### config.mk
export PLATFORM = sky130hd
export DESIGN_NAME = prog_sequencer
export DESIGN_NICKNAME = d
export VERILOG_FILES = /design/src/rtl/prog_sequencer.sv
export SDC_FILE = /design/constraint.sdc
export NUM_CORES = 1
export LEC_CHECK = 0
export ABC_AREA = 1
export BUFFER_PORTS_ARGS = -buffer_cell sky130_fd_sc_hd__buf_2
export CAP_MARGIN = 20
export CORE_ASPECT_RATIO = 2
export CORE_MARGIN = 2
export CORE_UTILIZATION = 45
export DETAILED_ROUTE_END_ITERATION = 6
export HOLD_SLACK_MARGIN = 0.15
export PLACE_DENSITY = 0.71
export RECOVER_POWER = 50
export SLEW_MARGIN = 30
export SYNTH_ARGS = -nofsm -noshare
export SYNTH_HDL_FRONTEND = slang
export SYNTH_SLANG_ARGS = --single-unit
### constraint.sdc
create_clock -name clk -period 1.5 [get_ports clk]
set_input_delay 0.3 -clock clk [delete_from_list [all_inputs] [get_ports clk]]
set_output_delay 0.3 -clock clk [all_outputs]
set_load 0.02 [all_outputs]
### src/rtl/prog_sequencer.sv
// Run controller for the 9-bit core: start edge -> core reset -> PC load -> run until halt.
// Define SEQ_WATCHDOG_EN to end runs that never halt after TIMEOUT RUN cycles.
module prog_sequencer #(
  parameter int               PC_W     = 8,
  parameter int               CYC_W    = 16,
  parameter int               RST_CYC  = 2,
  parameter logic [PC_W-1:0]  PROG0_PC = 8'd0,
  parameter logic [PC_W-1:0]  PROG1_PC = 8'd64,
  parameter logic [PC_W-1:0]  PROG2_PC = 8'd128,
  parameter logic [CYC_W-1:0] TIMEOUT  = 16'd4000
) (
  input  logic             clk,
  input  logic             rst,
  input  logic             start,
  input  logic [1:0]       prog_sel,
  input  logic             core_halt,
  output logic             core_rst,
  output logic             core_run,
  output logic             pc_load,
  output logic [PC_W-1:0]  pc_init,
  output logic             busy,
  output logic             done,
  output logic             timeout,
  output logic [CYC_W-1:0] cycles
);

  localparam int RC_W = (RST_CYC < 2) ? 1 : $clog2(RST_CYC + 1);

`ifdef SEQ_WATCHDOG_EN
  localparam bit WD_EN = 1'b1;
`else
  localparam bit WD_EN = 1'b0;
`endif

  typedef enum logic [2:0] {IDLE, RESET, LOAD, RUN, DONE} state_t;

  state_t          state;
  logic            start_q;
  logic [RC_W-1:0] rst_cnt;
  logic            launch;
  logic [PC_W-1:0] sel_pc;
  logic [CYC_W-1:0] cyc_next;
  logic            limit_hit;

  assign launch = start & ~start_q;

  // Code 3 is reserved and quietly falls back to program 0.
  always_comb begin
    case (prog_sel)
      2'd1:    sel_pc = PROG1_PC;
      2'd2:    sel_pc = PROG2_PC;
      default: sel_pc = PROG0_PC;
    endcase
  end

  // The limit is compared against the count including the current RUN cycle.
  assign cyc_next  = (&cycles) ? cycles : cycles + CYC_W'(1);
  assign limit_hit = WD_EN && (cyc_next == TIMEOUT);

  always_ff @(posedge clk) begin
    if (rst) begin
      state    <= IDLE;
      start_q  <= 1'b0;
      rst_cnt  <= '0;
      core_rst <= 1'b1;
      core_run <= 1'b0;
      pc_load  <= 1'b0;
      pc_init  <= PROG0_PC;
      busy     <= 1'b0;
      done     <= 1'b0;
      timeout  <= 1'b0;
      cycles   <= '0;
    end else begin
      start_q <= start;
      if (launch && (state == IDLE || state == DONE)) begin
        state    <= RESET;
        rst_cnt  <= RC_W'(RST_CYC);
        pc_init  <= sel_pc;
        core_rst <= 1'b1;
        core_run <= 1'b0;
        pc_load  <= 1'b0;
        busy     <= 1'b1;
        done     <= 1'b0;
        timeout  <= 1'b0;
        cycles   <= '0;
      end else begin
        case (state)
          RESET: begin
            if (rst_cnt == RC_W'(1)) begin
              state    <= LOAD;
              core_rst <= 1'b0;
              pc_load  <= 1'b1;
            end else begin
              rst_cnt <= rst_cnt - RC_W'(1);
            end
          end
          LOAD: begin
            state    <= RUN;
            pc_load  <= 1'b0;
            core_run <= 1'b1;
          end
          RUN: begin
            cycles <= cyc_next;
            // Halt takes priority over the watchdog when both land on the same cycle.
            if (core_halt || limit_hit) begin
              state    <= DONE;
              core_run <= 1'b0;
              busy     <= 1'b0;
              done     <= 1'b1;
              timeout  <= ~core_halt;
            end
          end
          default: ;
        endcase
      end
    end
  end

endmodule

==> impl_metrics.env, run 1 <==
export IMPL_clock_sinks=30
export IMPL_irDropWorstVdd_uv=685.0
export IMPL_routed_wl_mm=3.715
export IMPL_post_route_period_util=0.9409
export IMPL_die_area_um2=4081
export IMPL_final_hold_viol_count=0
export IMPL_grt_pass1_wl_mm=5.947
export IMPL_grt_use_total=0.2043
export IMPL_layout_drive_gt1_share=0.2463
export IMPL_synth_edff_count=0
export IMPL_dp_hpwl_mm=2.771
export IMPL_clockBufferDepth=2
export IMPL_wl_per_cell_um=11.61
export IMPL_fp_dieH_um=88.37
export IMPL_instances_no_fill=320
export IMPL_max_freq_mhz=708.5
export IMPL_drcViolationCount=0
export IMPL_vias=1529
export IMPL_initial_core_util=0.4689
export IMPL_viasPerCell=4.778
export IMPL_path_common_cell="nor2_8"
export IMPL_hp_class="in -> reg"
export IMPL_synth_warnings=0
export IMPL_synthArstFlopShare=0
export IMPL_synth_avg_cell_area_um2=7.055
export IMPL_power_leakage_uw=0.0008171
export IMPL_grt_max_degree=18
export IMPL_dr_first_iter_drc_count=22
export IMPL_dpl_cell_count=309
export IMPL_gr_total_overflow=0
export IMPL_rows=30
export IMPL_grt_pass1_vias=1445
export IMPL_max_stage_delay_ps=360
export IMPL_drt_pass1_iterations=4
export IMPL_synth_area_um2=1602
export IMPL_final_common_cell="nand2_1"
export IMPL_htreeDepth=2
export IMPL_yosys_area_top_type_share=0.3750
export IMPL_num_antenna_cells=0
export IMPL_synth_area_top_cells="dfxtp_1, nand2_1, nor2_1"
export IMPL_crit_type="reg -> reg"
export IMPL_postLayoutCoreUtil=0.5707
export IMPL_cp_max_fo=13
export IMPL_gp_congestion=0.8796
export IMPL_nets=279
export IMPL_coreArea_um2=3416
export IMPL_crit_arrival_ps=1630
export IMPL_antenna_found_initial=0
export IMPL_layout_common_cells="nand2_1, nor2_1, dfxtp_1, inv_1, clkbuf_1"
export IMPL_finalSetupViolations=0
export IMPL_die_x_um=46.19
export IMPL_run_status="finished, final reports clean"
export IMPL_crit_path_top_delay_cell="dfxtp_4"
export IMPL_ys_types=29
export IMPL_syn_inst=227
export IMPL_ctsHoldBuffers=0
export IMPL_numCtsBuffers=5
export IMPL_pin_count=36
export IMPL_io_buffers=29
export IMPL_power_uw=1655
export IMPL_synth_ff_type="dfxtp_1"
export IMPL_cts_root_buf="clkbuf_8"
export IMPL_fill_cells=346
export IMPL_clk_latency_ps=290
export IMPL_cts_tree="done"
export IMPL_drtAntennaViolNets=0
export IMPL_yosysTopAreaCell="dfxtp_1"
export IMPL_fin_skew_ps=5.225
export IMPL_rsz0062_at_grt="yes"
export IMPL_max_cap_violations=0
export IMPL_path_clk_slew_ps=70
export IMPL_power_density_nw_per_um2=849.0
export IMPL_endpoint_kind="register"
export IMPL_ys_seq_elements=30
export IMPL_min_period_ps=1411
export IMPL_finalSetupTns_ps=0
export IMPL_ys_seq_area_frac=0.3750
export IMPL_required_ps=1720
export IMPL_path_cells="ha_2, inv_2, nor2_4, nand2_4, nor2_8, nor2_8, inv_8, nand2_1, a21oi_2"
export IMPL_worstSetupStartpointType="register"
export IMPL_area_growth_pct=21.72
export IMPL_drv_slew=0
-- path summary, 6_finish.rpt --
kind,slack [ps],cells past startpoint,start,endpoint
setup / recovery,90,9,cycles[1]$_SDFFE_PP0P_,cycles[15]$_SDFFE_PP0P_
hold / removal,210,2,prog_sel[1],pc_init[6]$_SDFFE_PP0P_
setup reg to reg,90,9,cycles[1]$_SDFFE_PP0P_,cycles[15]$_SDFFE_PP0P_
hold reg to reg,440,2,timeout$_SDFFE_PP0P_,timeout$_SDFFE_PP0P_
-- synthesized netlist by cell type, drive strengths merged, types with 4 or more instances --
library cell,number
nand2,74
inv,25
a21oi,16
buf,9
xor2,4
o21ai,9
nand3,9
nand4,5
dfxtp,30
nor2,36
-- kinds of logic after synthesis --
family / Yosys count / synth area share
AO/OA/AOI/OAI: 28 / 0.1102
XOR/XNOR: 6 / 0.03281
adder cells (fa/ha/maj): 2 / 0.01562
buffers and inverters: 35 / 0.1094
flip-flops: 30 / 0.3750
other: 1 / 0.002342
AND/OR/NAND/NOR: 125 / 0.3547
-- layout make-up --
class	count	area (um2)	area share
Clock buffer	6	82.58	0.04236
Clock inverter	2	12.51	0.006418
Inverter	26	105.1	0.05392
Multi-Input combinational cell	169	878.3	0.4506
Sequential cell	30	614.3	0.3151
Tap cell	48	60.06	0.03081
Timing Repair Buffer	39	196.4	0.1008
-- worst max-delay path: cells and delay by family (launching register included) --
kind,cells,cell delay (ps)
AO/OA/AOI/OAI,1,120
adder cells (fa/ha/maj),1,200
buffers and inverters,2,140
flip-flops,1,360
AND/OR/NAND/NOR,5,510
-- sequential cells by signal, indices dropped and copies added (netlist names) --
register / flops
cycles: 16
rst_cnt: 2
start_q: 1
state: 3
pc_init: 2
timeout: 1
busy: 1
pc_load: 1
core_run: 1
core_rst: 1
done: 1
-- metrics by stage --
| step | worst slack [ps] | instance area, um2 | hold slack [ps] |
|---|---|---|---|
| CTS | 14.98 | 1928 | 199.2 |
| global placement | 54.00 | 1831 | 425.7 |
| detailed placement | 28.65 | 1831 | 428.4 |
| finish | 88.61 | 1949 | 214.8 |
| floorplan | 0.5267 | 1630 | 369.1 |
| global route | -11.12 | 1949 | 227.9 |
-- layer usage --
layer	GRT usage	routed length [um]	up-vias
li1	-	-	789
met1	0.1889	1290	685
met2	0.3750	2112	41
met3	0.04898	157	14
met4	0.1195	155	0
met5	0	0	-
-- where the power goes --
group	total (uW)	switching (uW)	internal [uW]
clock	690	322	368
combinational	138	99.1	39.1
sequential	826	12.4	814
-- what timing repair did --
action / CTS / global route
resized for setup: 1 / 10
pin swaps: 0 / 3
endpoints found under the setup margin: 1 / 16
gates cloned: 0 / 2
hold endpoints to repair: 0 / 0
setup buffers: 0 / 1
Note: power is estimated with default switching activity, not from simulation.
==> run 2, diff against run 1 <==
PLACE_DENSITY = 0.69   (was 0.71)
clock period = 1.8 ns   (was 1.5 ns; I/O delays follow)
==> run 2 against run 1 <==
Effect of this change:
- sequential cell count unchanged
- maximum frequency down 11%
- combinational power fell by 20%
- via count decreased by 2.0%
- global-route usage shrank 0.33 points
- clock skew grew 4.7 ps
- largest cell class unchanged
==> impl_metrics.env, run 2 (synthesized netlist as in run 1, its figures left out) <==
export IMPL_fp_dieH_um=88.37
export IMPL_routed_wl_mm=3.575
export IMPL_grt_pass1_wl_mm=5.947
export IMPL_max_cap_violations=0
export IMPL_drv_slew=0
export IMPL_regArea_um2=600.6
export IMPL_layout_common_cells="nand2_1, nor2_1, dfxtp_1, inv_1, clkbuf_1"
export IMPL_holdWs_ps=280.2
export IMPL_drcViolationCount=0
export IMPL_irDropWorstVdd_uv=951.6
export IMPL_top_register="cycles"
export IMPL_wl_per_cell_um=11.50
export IMPL_clk_latency_ps=280
export IMPL_required_ps=2000
export IMPL_min_period_ps=1580
export IMPL_endpoint_kind="register"
export IMPL_numCtsBuffers=5
export IMPL_finalSetupViolations=0
export IMPL_layout_drive_gt1_share=0.1673
export IMPL_hp_class="in -> reg"
export IMPL_worstReg2RegEnd="cycles[11]$_SDFFE_PP0P_"
export IMPL_die_x_um=46.19
export IMPL_pin_count=36
export IMPL_placed_cell_area_um2=1775
export IMPL_dp_hpwl_mm=2.733
export IMPL_dr_first_iter_drc_count=29
export IMPL_antenna_found_initial=0
export IMPL_clock_sinks=30
export IMPL_area_growth_pct=17.73
export IMPL_cts_tree="done"
export IMPL_crit_type="reg -> reg"
export IMPL_fin_skew_ps=9.885
export IMPL_post_route_period_util=0.8777
export IMPL_path_clk_slew_ps=70
export IMPL_final_area_um2=1886
export IMPL_multi_input_area_um2=837.1
export IMPL_grt_pass1_vias=1364
export IMPL_grt_use_total=0.2009
export IMPL_r2r_slack_ps=220
export IMPL_largest_reg_flops=16
export IMPL_drt_pass1_iterations=4
export IMPL_nets=270
export IMPL_htreeDepth=2
export IMPL_drtAntennaViolNets=0
export IMPL_hold_path_endpoint="pc_init[6]$_SDFFE_PP0P_"
export IMPL_final_hold_viol_count=0
export IMPL_min_from="prog_sel[1]"
export IMPL_power_leakage_uw=0.0007930
export IMPL_coreArea_um2=3416
export IMPL_post_cts_buffers=0
export IMPL_finalSetupTns_ps=0
export IMPL_cp_max_fo=17
export IMPL_max_freq_mhz=633.0
export IMPL_ctsHoldBuffers=0
export IMPL_crit_reg2reg_launch="cycles[1]$_SDFFE_PP0P_"
export IMPL_clockBufferDepth=2
export IMPL_cts_resized_gates=0
export IMPL_run_status="finished, final reports clean"
export IMPL_min_path_cells=2
export IMPL_gr_total_overflow=0
export IMPL_num_antenna_cells=0
export IMPL_reg2regPathDepth=9
export IMPL_crit_arrival_ps=1780
export IMPL_worstSetupStartpointType="register"
export IMPL_viasPerCell=4.817
export IMPL_reg_top3="cycles x16, state x3"
export IMPL_fill_cells=348
export IMPL_rows=30
export IMPL_initial_core_util=0.4689
export IMPL_rsz0062_at_grt="no"
export IMPL_cts_root_buf="clkbuf_8"
export IMPL_die_area_um2=4081
export IMPL_final_common_cell="nand2_1"
export IMPL_power_density_nw_per_um2=875.0
export IMPL_vias=1498
export IMPL_grt_max_degree=18
export IMPL_io_buffers=29
export IMPL_gp_congestion=0.8879
==> run 2: changes by cell type in the layout (fill, tap and decap cells not counted), moves of 3 or more <==
cell	before	now
buf_4	10	2
dfxtp_1	23	30
dfxtp_2	5	0
nor2_1	28	31
nor2_2	5	2
==> run 2: layout make-up <==
type | instances | share of cell area
Multi-Input combinational cell | 167 | 0.4439
Clock inverter | 2 | 0.03185
Sequential cell | 30 | 0.3185
Timing Repair Buffer | 32 | 0.07565
Tap cell | 48 | 0.03185
Inverter | 26 | 0.05441
Clock buffer | 6 | 0.04380
==> run 2: metal layers <==
layer,routed length [um],track usage,up-vias
met4,145,0.1325,0
met1,1309,0.2048,680
met5,0,0,-
met2,2007,0.3485,37
met3,113,0.03878,13
li1,-,-,768
==> run 2: power by group <==
part	switching, uW	internal, uW
Combinational	80.1	30.2
Clock	258	590
Sequential	9.57	681
Total	348	1300
==> run 2: how the worst max path moves through the flow <==
| stage | from | end | slack (ps) | cells past startpoint |
|---|---|---|---|---|
| 6_report | cycles[1]$_SDFFE_PP0P_ | cycles[11]$_SDFFE_PP0P_ | 220 | 9 |
| 3_5_place_dp | cycles[1]$_SDFFE_PP0P_ | cycles[2]$_SDFFE_PP0P_ | 260 | 9 |
| 2_1_floorplan | cycles[0]$_SDFFE_PP0P_ | cycles[9]$_SDFFE_PP0P_ | 120 | 9 |
| 4_1_cts | cycles[1]$_SDFFE_PP0P_ | cycles[11]$_SDFFE_PP0P_ | 220 | 9 |
| 3_3_place_gp | cycles[1]$_SDFFE_PP0P_ | cycles[11]$_SDFFE_PP0P_ | 290 | 9 |
| 5_1_grt | cycles[1]$_SDFFE_PP0P_ | cycles[11]$_SDFFE_PP0P_ | 90 | 9 |
==> run 2: stage by stage <==
stage                     power [uW]    util  setup slack (ps)  instances
after floorplan                800.7       -             122.9        232
after global routing            1708  0.5520             87.05        311
after detailed placement       822.9  0.5198             257.3        303
final                           1650  0.5520             220.1        311
after global placement         820.9  0.5198             289.8        303
after CTS                       1671  0.5615             224.0        311
==> run 2: worst max-delay path: stages (launching register included) <==
cell and delay (ps):
dfxtp_1 390, ha_1 230, clkinv_1 120, nor2_4 150
nand2_4 90, nor2_8 140, nor2_8 80, inv_6 110
nand2_1 70, a21oi_2 120
